--- src/rtl/golden_nonce_reporter.sv ---
// golden_nonce_reporter
//   Buffers golden nonces from the miner in a small FIFO and sends each one
//   to the UART transmitter as a 5-byte frame on a valid/ready byte stream:
//   SYNC_BYTE followed by the four nonce bytes. All logic is in hash_clk.
//
// Ports
//   hash_clk          clock, rising edge
//   reset             synchronous, active-high
//   new_golden_nonce  single-cycle strobe qualifying golden_nonce
//   golden_nonce      32-bit nonce
//   tx_data/tx_valid  byte stream to the transmitter
//   tx_ready          transmitter accepts when tx_valid & tx_ready
//   fifo_count        entries currently stored (0..DEPTH)
//   overflow          sticky: a nonce was dropped on a full FIFO
//   drop_count        dropped-nonce counter, saturating at 8'hFF
//   busy              FIFO non-empty or a frame in progress
module golden_nonce_reporter #(
  parameter int          DEPTH_LOG2 = 2,
  parameter bit          BYTESWAP   = 1'b0,
  parameter logic [7:0]  SYNC_BYTE  = 8'hA5
) (
  input  logic                  hash_clk,
  input  logic                  reset,
  input  logic                  new_golden_nonce,
  input  logic [31:0]           golden_nonce,
  output logic [7:0]            tx_data,
  output logic                  tx_valid,
  input  logic                  tx_ready,
  output logic [DEPTH_LOG2:0]   fifo_count,
  output logic                  overflow,
  output logic [7:0]            drop_count,
  output logic                  busy
);

  localparam int DEPTH = 1 << DEPTH_LOG2;
  localparam logic [DEPTH_LOG2:0] FULL = (DEPTH_LOG2+1)'(DEPTH);

  typedef enum logic {IDLE, SEND} state_e;

  logic [31:0]           mem_q [DEPTH];
  logic [DEPTH_LOG2-1:0] wr_ptr_q, rd_ptr_q;
  logic [DEPTH_LOG2:0]   count_q, count_d;
  logic                  ovf_q, ovf_d;
  logic [7:0]            drop_q, drop_d;
  state_e                state_q, state_d;
  logic [31:0]           shreg_q, shreg_d;
  logic [2:0]            idx_q, idx_d;

  logic full, pop, push, drop;

  function automatic logic [31:0] bswap(input logic [31:0] n);
    return {n[7:0], n[15:8], n[23:16], n[31:24]};
  endfunction

  assign full = (count_q == FULL);
  // A pop on the same edge frees a slot, so a strobe at full is still taken.
  assign push = new_golden_nonce & (~full | pop);
  assign drop = new_golden_nonce & full & ~pop;

  // Frame FSM. The nonce is pre-ordered into the shift register at pop time so
  // the send path always emits the top byte and shifts left on acceptance.
  always_comb begin
    state_d  = state_q;
    shreg_d  = shreg_q;
    idx_d    = idx_q;
    pop      = 1'b0;
    tx_valid = 1'b0;
    tx_data  = 8'h00;
    case (state_q)
      IDLE: begin
        if (count_q != '0) begin
          pop     = 1'b1;
          shreg_d = BYTESWAP ? bswap(mem_q[rd_ptr_q]) : mem_q[rd_ptr_q];
          idx_d   = 3'd0;
          state_d = SEND;
        end
      end
      SEND: begin
        tx_valid = 1'b1;
        tx_data  = (idx_q == 3'd0) ? SYNC_BYTE : shreg_q[31:24];
        if (tx_ready) begin
          if (idx_q != 3'd0) shreg_d = shreg_q << 8;
          if (idx_q == 3'd4) state_d = IDLE;
          else               idx_d   = idx_q + 3'd1;
        end
      end
      default: state_d = IDLE;
    endcase
  end

  always_comb begin
    count_d = count_q;
    ovf_d   = ovf_q;
    drop_d  = drop_q;
    case ({push, pop})
      2'b10:   count_d = count_q + 1'b1;
      2'b01:   count_d = count_q - 1'b1;
      default: count_d = count_q;
    endcase
    if (drop) begin
      ovf_d = 1'b1;
      if (drop_q != 8'hFF) drop_d = drop_q + 8'd1;
    end
  end

  always_ff @(posedge hash_clk) begin
    if (reset) begin
      wr_ptr_q <= '0;
      rd_ptr_q <= '0;
      count_q  <= '0;
      ovf_q    <= 1'b0;
      drop_q   <= 8'h00;
      state_q  <= IDLE;
      shreg_q  <= '0;
      idx_q    <= '0;
    end else begin
      if (push) wr_ptr_q <= wr_ptr_q + 1'b1;
      if (pop)  rd_ptr_q <= rd_ptr_q + 1'b1;
      count_q <= count_d;
      ovf_q   <= ovf_d;
      drop_q  <= drop_d;
      state_q <= state_d;
      shreg_q <= shreg_d;
      idx_q   <= idx_d;
    end
  end

  // Storage needs no reset; only entries below count_q are ever read.
  always_ff @(posedge hash_clk) begin
    if (!reset && push) mem_q[wr_ptr_q] <= golden_nonce;
  end

  assign fifo_count = count_q;
  assign overflow   = ovf_q;
  assign drop_count = drop_q;
  assign busy       = (count_q != '0) | (state_q == SEND);

endmodule

--- config.mk ---
export PLATFORM = sky130hd
export DESIGN_NAME = golden_nonce_reporter
export DESIGN_NICKNAME = d
export VERILOG_FILES = /design/src/rtl/golden_nonce_reporter.sv
export SDC_FILE = /design/constraint.sdc
export NUM_CORES = 1
export LEC_CHECK = 0
export ABC_AREA = 0
export CORE_ASPECT_RATIO = 1.4
export CORE_MARGIN = 3
export CORE_UTILIZATION = 26
export DETAILED_ROUTE_END_ITERATION = 10
export PLACE_DENSITY = 0.46
export SYNTH_ARGS = -nofsm -noshare
export SYNTH_HDL_FRONTEND = slang
export SYNTH_SLANG_ARGS = --single-unit
--- constraint.sdc ---
create_clock -name hash_clk -period 2.6 [get_ports hash_clk]
set_input_delay 0.65 -clock hash_clk [delete_from_list [all_inputs] [get_ports hash_clk]]
set_output_delay 0.65 -clock hash_clk [all_outputs]
set_load 0.005 [all_outputs]
Word-level counts from Yosys, hierarchy flattened
Memories as Yosys holds them, arrays and structs flattened. A register that Yosys moved wholly into a read port is not among the register bits.
Cells that the tools add are included.
{ "classes": {"reduce_logical": 9, "n_mux": 21, "bitwise_logic": 8, "n_addsub": 6, "eq_ne": 9} }
{ "op_table": {"columns": ["cell", "count"], "rows": [
  ["32-bit two-way mux", 3],
  ["32-bit case mux with 2 select lines", 1],
  ["8-bit two-way mux", 2],
  ["3-bit case mux with 2 select lines", 2],
  ["3-bit two-way mux", 3],
  ["8-bit by 1-bit adder with 8-bit output, second input constant", 1],
  ["8-bit inequality test, second input constant", 1],
  ["1-bit two-way mux", 7],
  ["3-bit by 1-bit adder with 3-bit output, second input constant", 2],
  ["3-bit == test, second input constant", 2],
  ["2-bit inequality test, second input constant", 3],
  ["3-bit AND reduction", 2],
  ["3-bit nonzero test", 2],
  ["2-bit by 1-bit adder with 2-bit output, second input constant", 2],
  ["2-bit two-way mux", 2],
  ["1-bit AND", 3],
  ["3-bit logical NOT", 1],
  ["1-bit NOT", 3],
  ["3-bit by 1-bit subtractor with 3-bit output, second input constant", 1],
  ["2-bit by 1-bit == test with 1-bit output, second input constant", 1],
  ["2-bit == test, second input constant", 1],
  ["2-bit by 1-bit inequality test with 1-bit output, second input constant", 1],
  ["1-bit OR", 2],
  ["1-bit case mux with 2 select lines", 1],
  ["other kinds (4)", 4]
]} }
{ "word_totals": {"out_inout_bits": 22, "n_memories": 1, "reg_bits": 52, "ram_bits": 128, "input_bits": 36} }
{ "mem_list": {"columns": ["memory", "words", "width", "read_ports", "rd_ports_with_merged_regs", "write_ports", "line", "text"], "rows": [
  ["mem_q", 4, 32, 1, 1, 1, "40", "logic [31:0] mem_q [DEPTH];"]
]} }

Depth between registers and ports, before layout
Gate-level depths: netlist of the first run.
{ "depth": {"depth_word": 8, "mapped_depth": 9, "depth_no_buf": 8} }

Worst setup path after synthesis of the first run
OpenSTA, ideal clock, no wires.
{ "synth_path": {"kind": "input port to flip-flop", "startpoint": "input new_golden_nonce", "endpoint": "memory mem_q[0][0] (enable)", "stages": 4, "arrival_time_ps": 1916, "setup_ps": 392, "path_slack_ps": 291, "path_cell_list": "buf_2 -> nand2b_1 -> nor2_1 -> and2_1"} }
{ "synth_via": {"elab_chain_cells": 4} }
{ "synth_rtl": {"columns": ["element", "line", "text"], "rows": [
  ["start, declared", "24", "input logic new_golden_nonce,"],
  ["1-bit AND", "57", "assign push = new_golden_nonce & (~full | pop);"],
  ["1-bit logical AND", "130", "if (!reset && push) mem_q[wr_ptr_q] <= golden_nonce;"],
  ["1-bit two-way mux", "130", null],
  ["1-bit two-way mux (implied by the code)", "130", null],
  ["end, declared", "40", null]
]} }
No other way between the ends.

Worst setup path in the final report of the first run
{ "layout_path": {"startpoint": "register idx_q[0]", "endpoint": "output tx_data[7]"} }
{ "layout_via": {"elab_chain_cells": 3} }
{ "layout_rtl": {"columns": ["element", "line", "text"], "rows": [
  ["start, declared", "47", "logic [2:0] idx_q, idx_d;"],
  ["start signal, assigned", "124", "idx_q <= idx_d;"],
  ["3-bit logical NOT", "80", "tx_data = (idx_q == 3'd0) ? SYNC_BYTE : shreg_q[31:24];"],
  ["8-bit two-way mux", "80", null],
  ["8-bit two-way mux", "69", "case (state_q)"],
  ["end, declared", "26", "output logic [7:0] tx_data,"]
]} }
No other way between the ends.

==> qor.yml, run 1 <==
placed_design:
  place_hpwl_um: 10900
  port_buffers: 57
  detailedPlace.worstSlack_ps: 159
  gp_routability_congestion: 0.714
grt:
  vias_in_the_first_global_route: 4650
  grt-busiest-layer: "met2"
  groute.layer.met2.usage: 0.196
  globalRouteTotalUtil: 0.114
  grt_overflow: 0
  gr-usage-met1: 0.142
  antenna_violations_before_repair: 0
  grt_max_degree: 57
  grtUsageMet3: 0.0218
  grt_pass1_wl_um: 26700
detailed_routing:
  first_pass_iters: 4
  via_density_per_instance: 4.60
  drt-total-wl_um: 17100
  detailedRoute.firstIterationViolations: 251
  antenna_violating_nets_post_route: 0
  wire_per_inst_um: 17.4
  remaining_drc_errors: 0
  via_count_of_the_routed_design: 4516
clock_network:
  cts.sink_count: 182
  holdBufCountCts: 0
  ctsHtreeMaxLevel: 4
  worstSkewPairLatency_ps: 430
  cts.reportedPaths.clkPinSlew_ps: 70
  clock_tree_from_tritoncts: "done"
  cts_made_buffers: 17
  cts_buffer_depth: 2
  root_buffer: "sky130_fd_sc_hd__clkbuf_16"
worst_setup_path:
  worst_setup_path_end_kind: "output pin"
  critPathRequiredTime_ps: 1950
  cp_max_fo: 4
  worst_ep_arrival_time_ps: 1830
  critPathLaunchType: "register"
  timing_worst_setup_path_type: "register to output pin"
synthesis:
  synth_largest_type_area_fraction: 0.515
  post_synth_inst_count: 538
  number_of_distinct_library_cells_after_synthesis: 43
  synth_seq_cells: 182
  synth_top_cells_by_area: "sky130_fd_sc_hd__edfxtp_1 51%, sky130_fd_sc_hd__dfxtp_1 14%, sky130_fd_sc_hd__mux2i_1 7.0%"
  yosys_warnings: 0
  yosysSeqAreaShare: 0.659
  post-synth-top-area-cell: "sky130_fd_sc_hd__edfxtp_1"
  syn_avg_cell_area_sq_um: 13.9
  synth.cell_area_sq_mm: 0.00747
  syn_nets: 582
sta:
  post-route-period-util: 0.954
  worst_slack_ps: 120
  unrepaired_setup_endpoints_after_global_routing: "false"
  setup-tns-final_ps: 0
  report.final.slew_viol_count: 0
  finalWorstPathRequiredPeriod_ps: 2480
  worst_slew_pin_tran_ps: 560
  skew_ps: 13.8
  hold_viol: 0
  setup_viol: 0
  worst_rel_slew_slack: 0.627
  timing.fmax_ghz: 0.403
power_and_ir_drop:
  combinationalPowerShare: 0.262
  cellPowerDensity_mw_per_mm2: 914
  clkPwrFrac: 0.300
  switchingPower_mw: 2.64
  power.static_leakage_nw: 2.99
  power_report.internal_total_mw: 5.79
  power.sequential.fraction: 0.438
  vdd.ir_drop.worst_v: 0.000417
  p_sw_frac: 0.313
job:
  cap_violations: 0
floorplan:
  initial_utilization: 0.267
  die_width_um: 149
  die-area_sq_mm: 0.0308
  fp.coreArea_sq_mm: 0.0279
  die_y_um: 207
  ios: 58
  num_rows: 72
layout:
  final_nets: 643
  n_antenna_cell: 0
  syn_to_final_growth_pct: 23.5
  final_layout_size_suffix_gt1_frac: 0.142
run_status:
  status: "finished, final reports clean"
worst_hold_path:
  timing.hold.worst.class: "register to register"
[area by class of cell]
cell class	instances	area (sq um)
Timing Repair Buffer	80	876
Multi-Input combinational cell	285	2230
Clock inverter	15	168
Inverter	33	124
Clock buffer	17	425
Fill cell	2729	18700
Tap cell	370	463
Sequential cell	182	4930
[routing by layer]
layer,vias up,wire [um]
li1,2147,-
met1,2261,7480
met2,89,8740
met3,19,533
met4,0,318
met5,-,0
[critical path: stages, from the launching register on]
cell and delay, ps:
sky130_fd_sc_hd__dfxtp_2 340, sky130_fd_sc_hd__inv_1 100, sky130_fd_sc_hd__ha_4 190, sky130_fd_sc_hd__nand2b_4 100, sky130_fd_sc_hd__a21boi_2 160, sky130_fd_sc_hd__clkdlybuf4s50_1 510
[state kept, by name, indices dropped and copies added, names as in the netlist, named ones only]
name	count
wr_ptr_q	2
mem_q	128
idx_q	3
shreg_q	32
drop_count	8
rd_ptr_q	2
state_q	1
overflow	1
fifo_count	3
[cells in the mapped netlist, drive strengths merged]
| cell | count |
|---|---|
| a21boi | 5 |
| a21oi | 39 |
| a221oi | 1 |
| a311oi | 24 |
| a31oi | 1 |
| and2 | 5 |
| and3 | 5 |
| and4bb | 1 |
| buf | 25 |
| clkbuf | 14 |
| dfxtp | 54 |
| edfxtp | 128 |
| fa | 1 |
| ha | 7 |
| inv | 33 |
| mux2 | 3 |
| mux2i | 52 |
| mux4 | 8 |
| nand2 | 40 |
| nand2b | 3 |
| nand3 | 13 |
| nand4 | 3 |
| nor2 | 18 |
| nor2b | 2 |
| nor3 | 5 |
| nor3b | 1 |
| nor4 | 2 |
| o2111ai | 1 |
| o211ai | 1 |
| o21ai | 3 |
| o221ai | 24 |
| o311ai | 1 |
| o31ai | 1 |
| or2 | 2 |
| or3 | 2 |
| or4 | 1 |
| xnor2 | 6 |
| xor2 | 3 |
[power groups by stage]
stage               clock [mW]  combinational [mW]  sequential, mW
global route              2.72                2.45            3.74
floorplan                    0                1.66            3.60
finish                    2.53                2.21            3.69
CTS                       2.60                2.23            3.70
detailed placement           0                2.18            3.76
global placement             0                2.14            3.76
[repair_timing]
item	CTS	global route
buffers inserted	1	0
setup endpoints to repair	8	8
resized for setup	9	7
cloned	1	0
[final timing paths]
path | start | end | slack [ps] | cells past startpoint
setup / recovery | idx_q[0]$_SDFFE_PP0P_ | tx_data[7] | 120 | 5
hold / removal | shreg_q[27]$_SDFFE_PP0P_ | shreg_q[27]$_SDFFE_PP0P_ | 470 | 2
setup reg to reg | state_q$_SDFF_PP0_ | mem_q[0][31]$_DFFE_PP_ | 450 | 6
hold reg to reg | shreg_q[27]$_SDFFE_PP0P_ | shreg_q[27]$_SDFFE_PP0P_ | 470 | 2
[cells by family after synthesis]
family	after synthesis	share of synthesized area
flip-flops	182	0.659
AND/OR/NAND/NOR	103	0.0662
AO/OA/AOI/OAI	101	0.102
buffers and inverters	72	0.0493
multiplexers	63	0.0983
XOR/XNOR	9	0.0106
adder cells (fa/ha/maj)	8	0.0144
[layout by cell type, fill, tap and decap left out, drive strengths merged, types with 6 or more instances in the layout]
master         instances
a21oi                 39
a311oi                24
buf                   24
clkbuf                17
clkdlybuf4s50         56
clkinv                 6
dfxtp                 54
edfxtp               128
ha                     7
inv                   38
mux2i                 52
mux4                   8
nand2                 40
nand3                 13
nor2                  18
o221ai                24
xnor2                  6
[stage by stage]
stage                     hold WS (ps)  area, sq um  instances   util  total power [mW]
after floorplan                    438         7470        538      -              5.25
after global placement             454         8560        948  0.307              5.90
after detailed placement           459         8560        948  0.307              5.94
after CTS                          470         9200        982  0.329              8.53
after global routing               491         9220        982  0.330              8.91
final                              465         9220        982  0.330              8.43
Note: power is estimated with default switching activity, not from simulation.
==> run 2: changes to the inputs <==
--- a/config.mk
+++ b/config.mk
@@ -7,7 +7,7 @@
 export LEC_CHECK = 0
 export ABC_AREA = 0
 export CORE_ASPECT_RATIO = 1.4
-export CORE_MARGIN = 3
+export CORE_MARGIN = 2
 export CORE_UTILIZATION = 26
 export DETAILED_ROUTE_END_ITERATION = 10
 export PLACE_DENSITY = 0.46
==> run 2 against run 1 <==
- design area decreased by 1.0%
- first-iteration DRC count decreased by 11%
- global-route usage is 0.28 points higher
- core utilization shrank 0.78 points
- sequential cell count unchanged
- non-clock buffer count is 2 lower
- hold slack better by 6.4 ps
- setup slack better by 13 ps
- via count rose by 0.51%
- die area is 2.3% lower
- maximum frequency up 0.55%
- combinational power down 3%
- critical path type unchanged
- largest power group unchanged
- highest routed layer unchanged
==> qor.yml, run 2 (synthesis gave the netlist of run 1 again) <==
worst_setup_path:
  cp_max_fo: 5  # +1
  timing_worst_setup_path_type: "register to output pin"
  path_cells: "inv_1 > ha_4 > nand2b_4 > and3_1 > clkdlybuf4s50_1"
  worst_setup_path_end_kind: "output pin"
  slowest_stage: "sky130_fd_sc_hd__clkdlybuf4s50_1"
  worst_ep_arrival_time_ps: 1820  # about the same
  critPathLaunchType: "register"
  slowest_cell_delay_on_critical_path_ps: 500  # about the same
  critical_path.top_delay_family: "buffers and inverters"
  worst-path-buf-inv: 2  # unchanged
  critPathRequiredTime_ps: 1950  # about the same
detailed_routing:
  antenna_violating_nets_post_route: 0  # unchanged
  drt-total-wl_um: 17000  # -0.42%
  via_density_per_instance: 4.61  # +0.20%
  remaining_drc_errors: 0  # unchanged
  first_pass_iters: 4  # unchanged
  via_count_of_the_routed_design: 4539  # +0.51%
  detailedRoute.firstIterationViolations: 223  # -11%
  wire_per_inst_um: 17.3  # -0.73%
layout:
  syn_to_final_growth_pct: 22.2
  n_fill_cell: 2840  # +4.1%
  finalCoreUtilization: 0.322  # -0.00784
  final_cell_mix: "128 x sky130_fd_sc_hd__edfxtp_1, 56 x sky130_fd_sc_hd__clkdlybuf4s50_1, 52 x sky130_fd_sc_hd__mux2i_1, 51 x sky130_fd_sc_hd__dfxtp_1, 40 x sky130_fd_sc_hd__nand2_1"
  fin_cells: 985  # +0.31%
  n_antenna_cell: 0  # unchanged
  final_layout_size_suffix_gt1_frac: 0.136  # -0.00609
  largest_reg_flops: 128  # unchanged
  registers.top_by_ff_count: "mem_q"
  final_nets: 641  # -0.31%
  commonest_non_fill_non_tap_cell_in_the_layout: "sky130_fd_sc_hd__edfxtp_1"
sta:
  timing.fmax_ghz: 0.405  # +0.55%
  report.final.slew_viol_count: 0  # unchanged
  unrepaired_setup_endpoints_after_global_routing: "false"
  finalWorstPathRequiredPeriod_ps: 2470  # -13.5 ps
  worst_rel_slew_slack: 0.552  # -0.0742
  worst_slew_pin_tran_ps: 671  # +111 ps
  setup-tns-final_ps: 0  # unchanged
  post-route-period-util: 0.949  # -0.00519
  setup_viol: 0  # unchanged
  hold_viol: 0  # unchanged
  skew_ps: 8.13  # -5.71 ps
clock_network:
  ctsHtreeMaxLevel: 4  # unchanged
  clock_tree_from_tritoncts: "done"
  worstSkewPairLatency_ps: 430  # about the same
  cts.reportedPaths.clkPinSlew_ps: 70  # about the same
  root_buffer: "sky130_fd_sc_hd__clkbuf_16"
  holdBufCountCts: 0  # unchanged
  cts.sink_count: 182  # unchanged
  cts_made_buffers: 17  # unchanged
  cts_buffer_depth: 2  # unchanged
power_and_ir_drop:
  power.sequential.fraction: 0.443  # +0.005
  vdd.ir_drop.worst_v: 0.000511  # +22%
  clkPwrFrac: 0.300  # about the same
  power.static_leakage_nw: 2.96  # -0.98%
  power_report.internal_total_mw: 5.76  # -0.59%
  cellPowerDensity_mw_per_mm2: 917  # +0.28%
  combinationalPowerShare: 0.257  # -0.005
  switchingPower_mw: 2.61  # -1.1%
  p_sw_frac: 0.312  # -0.00104
grt:
  globalRouteTotalUtil: 0.117  # +0.00283
  grt_max_degree: 57  # unchanged
  antenna_violations_before_repair: 0  # unchanged
  grt_overflow: 0  # unchanged
  vias_in_the_first_global_route: 4708  # +1.2%
  grt_pass1_wl_um: 26600  # -0.13%
worst_hold_path:
  timing.hold.worst.class: "register to register"
job:
  cap_violations: 0  # unchanged
floorplan:
  die_y_um: 205  # -0.97%
  ios: 58  # unchanged
  initial_utilization: 0.264  # -0.00366
  fp.coreArea_sq_mm: 0.0283  # +1.4%
  die_width_um: 147  # -1.3%
  num_rows: 73  # +1.4%
  die-area_sq_mm: 0.0301  # -2.3%
placed_design:
  port_buffers: 57  # unchanged
  placedCellCount: 952  # +0.42%
  place_hpwl_um: 10800  # -0.80%
  gp_routability_congestion: 0.745  # +4.4%
run_status:
  status: "finished, final reports clean"
[run 2: power groups by stage]
| stage | Sequential (mW) | Clock [mW] | Combinational (mW) |
|---|---|---|---|
| 2_1_floorplan | 3.60 | 0 | 1.66 |
| 3_3_place_gp | 3.76 | 0 | 2.11 |
| 3_5_place_dp | 3.77 | 0 | 2.13 |
| 4_1_cts | 3.71 | 2.59 | 2.17 |
| 5_1_grt | 3.75 | 2.69 | 2.38 |
| 6_report | 3.70 | 2.51 | 2.15 |
[run 2: area by class of cell]
class | count | area (sq um) | area share
multi-input combinational | 285 | 2230 | 0.245
inverter | 33 | 124 | 0.0136
tap | 375 | 469 | 0.0514
sequential | 182 | 4930 | 0.540
timing repair buffer | 78 | 798 | 0.0875
clock buffer | 18 | 429 | 0.0470
clock inverter | 14 | 143 | 0.0156
[run 2: metrics by stage]
step | power (mW) | instance area, sq um | worst slack, ps | hold slack, ps
floorplan | 5.25 | 7470 | 291 | 438
finish | 8.37 | 9130 | 134 | 472
detailed placement | 5.90 | 8500 | 120 | 462
CTS | 8.47 | 9100 | 1.32 | 472
global placement | 5.87 | 8500 | 234 | 459
global route | 8.81 | 9130 | 30.6 | 497
[run 2: final timing paths]
kind,startpoint,end,slack [ps],cells past startpoint
max,idx_q[1]$_SDFFE_PP0P_,tx_data[1],130,5
min,shreg_q[8]$_SDFFE_PP0P_,shreg_q[8]$_SDFFE_PP0P_,470,2
max reg2reg,fifo_count[2]$_SDFFE_PP0P_,fifo_count[1]$_SDFFE_PP0P_,570,7
min reg2reg,shreg_q[8]$_SDFFE_PP0P_,shreg_q[8]$_SDFFE_PP0P_,470,2
[run 2: worst min-delay path, cell delays in order (launching register included)]
cell and delay [ps]:
sky130_fd_sc_hd__dfxtp_1 310, sky130_fd_sc_hd__inv_1 50, sky130_fd_sc_hd__a311oi_1 70
[run 2: timing repair]
action                                  4_1_cts  5_1_grt
gates cloned                                  1        0
setup buffers                                 0        0
endpoints found under the setup margin       10        5
gates resized for setup                       8        7
[run 2: routing by layer]
metal	up-vias	track usage	wire, um
met1	2272	0.140	7340
li1	2156	-	-
met5	-	0	0
met4	0	0.0409	293
met2	88	0.206	8810
met3	23	0.0247	546
==> run 3: changes to the inputs <==
==> constraint.sdc (replaced) <==
create_clock -name hash_clk -period 2.6 [get_ports hash_clk]
set_input_delay 0.52 -clock hash_clk [delete_from_list [all_inputs] [get_ports hash_clk]]
set_output_delay 0.52 -clock hash_clk [all_outputs]
set_load 0.005 [all_outputs]
==> run 3 against run 2 <==
- total power is 0.26% lower
- critical path depth stayed put
- clock power hardly changed
- setup slack worse by 23 ps
- wire length is 1.5% lower
- first-iteration DRC count is 19% higher
- maximum frequency is 0.93% lower
- cell count is 0.10% lower
- critical endpoint unchanged
- die area stayed put
- design area is 0.40% lower
- combinational power hardly changed
- clock skew is 1.1 ps lower
==> qor.yml, run 3 (synthesis gave the netlist of run 1 again) <==
run_status:
  status: "finished, final reports clean"
power_and_ir_drop:
  clkPwrFrac: 0.305  # +0.005
  power.static_leakage_nw: 2.95  # -0.22%
  switchingPower_mw: 2.61  # +0.18%
  power.sequential.fraction: 0.435  # -0.008
  total_power_mw: 8.35  # -0.26%
  power_report.internal_total_mw: 5.73  # -0.46%
  vdd.ir_drop.worst_v: 0.000443  # -13%
  p_sw_frac: 0.313  # +0.00137
  cellPowerDensity_mw_per_mm2: 918  # +0.14%
  combinationalPowerShare: 0.261  # +0.004
detailed_routing:
  wire_per_inst_um: 17.0  # -1.4%
  via_density_per_instance: 4.56  # -1.0%
  remaining_drc_errors: 0  # unchanged
  antenna_violating_nets_post_route: 0  # unchanged
  detailedRoute.firstIterationViolations: 265  # +19%
  drt-total-wl_um: 16700  # -1.5%
  via_count_of_the_routed_design: 4487  # -1.1%
  first_pass_iters: 6  # +2
placed_design:
  port_buffers: 57  # unchanged
  detailedPlace.worstSlack_ps: 253  # +134 ps
  postPlaceCellArea_sq_mm: 0.00849  # -0.15%
  gp_routability_congestion: 0.736  # -1.2%
  placedCellCount: 952  # unchanged
  place_hpwl_um: 10600  # -2.0%
clock_network:
  cts.sink_count: 182  # unchanged
  cts_buffer_depth: 2  # unchanged
  worstSkewPairLatency_ps: 430  # about the same
  ctsHtreeMaxLevel: 4  # unchanged
  cts.reportedPaths.clkPinSlew_ps: 70  # about the same
  root_buffer: "sky130_fd_sc_hd__clkbuf_16"
  clock_tree_from_tritoncts: "done"
  cts_made_buffers: 17  # unchanged
  postCtsSetupRepairBufs: 0  # unchanged
worst_setup_path:
  worstReg2RegStart: "state_q$_SDFF_PP0_"
  worst_ep_arrival_time_ps: 1970  # +150 ps
  worst_setup_path_end_kind: "output pin"
  timing.rr.end: "mem_q[3][21]$_DFFE_PP_"
  timing.reg2reg.setup_slack_ps: 540  # -30 ps
  cp_max_fo: 9  # +4
  timing_worst_setup_path_type: "register to output pin"
  endpoint: "tx_data[1]"
  r2r_depth: 6  # -1
  worstSetupStartpoint: "idx_q[0]$_SDFFE_PP0P_"
  critPathRequiredTime_ps: 2080  # +130 ps
  critPathLaunchType: "register"
sta:
  worst_slew_pin_tran_ps: 679  # +7.55 ps
  hold_viol: 0  # unchanged
  setup_viol: 0  # unchanged
  finalWorstPathRequiredPeriod_ps: 2490  # +23.1 ps
  worst_slack_ps: 111  # -23.1 ps
  unrepaired_setup_endpoints_after_global_routing: "false"
  report.final.slew_viol_count: 0  # unchanged
  post-route-period-util: 0.957  # +0.00887
  skew_ps: 7.06  # -1.07 ps
  holdWs_ps: 466  # -5.37 ps
  worst_rel_slew_slack: 0.547  # -0.00504
  timing.fmax_ghz: 0.402  # -0.93%
  setup-tns-final_ps: 0  # unchanged
floorplan:
  die_width_um: 147  # unchanged
  fp.coreArea_sq_mm: 0.0283  # unchanged
  num_rows: 73  # unchanged
  die_y_um: 205  # unchanged
  ios: 58  # unchanged
  initial_utilization: 0.264  # unchanged
  die-area_sq_mm: 0.0301  # unchanged
grt:
  grt_max_degree: 57  # unchanged
  vias_in_the_first_global_route: 4694  # -0.30%
  antenna_violations_before_repair: 0  # unchanged
  grt_overflow: 0  # unchanged
  grt_pass1_wl_um: 26400  # -0.70%
  globalRouteTotalUtil: 0.116  # -0.000608
worst_hold_path:
  timing.hold.worst.class: "register to register"
layout:
  fin_cells: 984  # -0.10%
  largest_reg_flops: 128  # unchanged
  final_nets: 640  # -0.16%
  finalCoreUtilization: 0.321  # -0.00128
  syn_to_final_growth_pct: 21.7
  n_antenna_cell: 0  # unchanged
  registers.top_by_ff_count: "mem_q"
  commonest_non_fill_non_tap_cell_in_the_layout: "sky130_fd_sc_hd__edfxtp_1"
  final_layout_size_suffix_gt1_frac: 0.126  # -0.00963
  final_cell_area_sq_mm: 0.00909  # -0.40%
  final_cell_mix: "128 x sky130_fd_sc_hd__edfxtp_1, 56 x sky130_fd_sc_hd__clkdlybuf4s50_1, 53 x sky130_fd_sc_hd__dfxtp_1, 52 x sky130_fd_sc_hd__mux2i_1, 40 x sky130_fd_sc_hd__nand2_1"
job:
  cap_violations: 0  # unchanged
run 3: cell types whose count changed in the layout (fill, tap and decap cells not counted), moves of 2 or more:
cell / delta
sky130_fd_sc_hd__a21boi_0: +2
sky130_fd_sc_hd__a21boi_2: -3
sky130_fd_sc_hd__clkinv_8: +3
sky130_fd_sc_hd__dfxtp_1: +2
sky130_fd_sc_hd__dfxtp_2: -2
sky130_fd_sc_hd__inv_6: +2
sky130_fd_sc_hd__inv_8: -3
run 3: worst min-delay path by stage:
stage | start | end | slack [ps] | cells after the start
floorplan | shreg_q[25]$_SDFFE_PP0P_ | shreg_q[25]$_SDFFE_PP0P_ | 440 | 2
global placement | shreg_q[23]$_SDFFE_PP0P_ | shreg_q[23]$_SDFFE_PP0P_ | 460 | 2
detailed placement | shreg_q[27]$_SDFFE_PP0P_ | shreg_q[27]$_SDFFE_PP0P_ | 460 | 2
global route | shreg_q[27]$_SDFFE_PP0P_ | shreg_q[27]$_SDFFE_PP0P_ | 490 | 2
finish | shreg_q[27]$_SDFFE_PP0P_ | shreg_q[27]$_SDFFE_PP0P_ | 470 | 2
CTS | shreg_q[27]$_SDFFE_PP0P_ | shreg_q[27]$_SDFFE_PP0P_ | 470 | 2
run 3: power groups by stage:
stage,Combinational (mW),Sequential (mW),Clock [mW]
finish,2.18,3.63,2.54
global route,2.40,3.67,2.72
CTS,2.20,3.63,2.62
detailed placement,2.19,3.70,0
global placement,2.16,3.69,0
floorplan,1.66,3.60,0
run 3: area by class of cell:
cell class                 count  area (sq um)
fill                        2824         19200
tap                          375           469
multi-input combinational    284          2190
clock inverter                15           169
clock buffer                  17           425
sequential                   182          4930
inverter                      33           124
timing repair buffer          78           786
run 3: critical path, cell delays in order (launching register included):
cell and delay (ps):
sky130_fd_sc_hd__dfxtp_1 380, sky130_fd_sc_hd__inv_1 70, sky130_fd_sc_hd__ha_1 250, sky130_fd_sc_hd__nand2b_4 150, sky130_fd_sc_hd__and3_1 170, sky130_fd_sc_hd__clkdlybuf4s50_1 500
run 3: routing by layer:
metal / vias to the layer above / global-route usage / share of wire
met5: - / 0 / 0
met4: 0 / 0.0402 / 0.016
met3: 19 / 0.0272 / 0.035
met2: 91 / 0.203 / 0.52
met1: 2229 / 0.140 / 0.43
li1: 2148 / - / -
run 3: timing repair:
item | 4_1_cts | 5_1_grt
pin swaps | 0 | 0
gates cloned | 0 | 0
hold buffers | 0 | 0
resized for setup | 1 | 3
setup endpoints to repair | 8 | 8
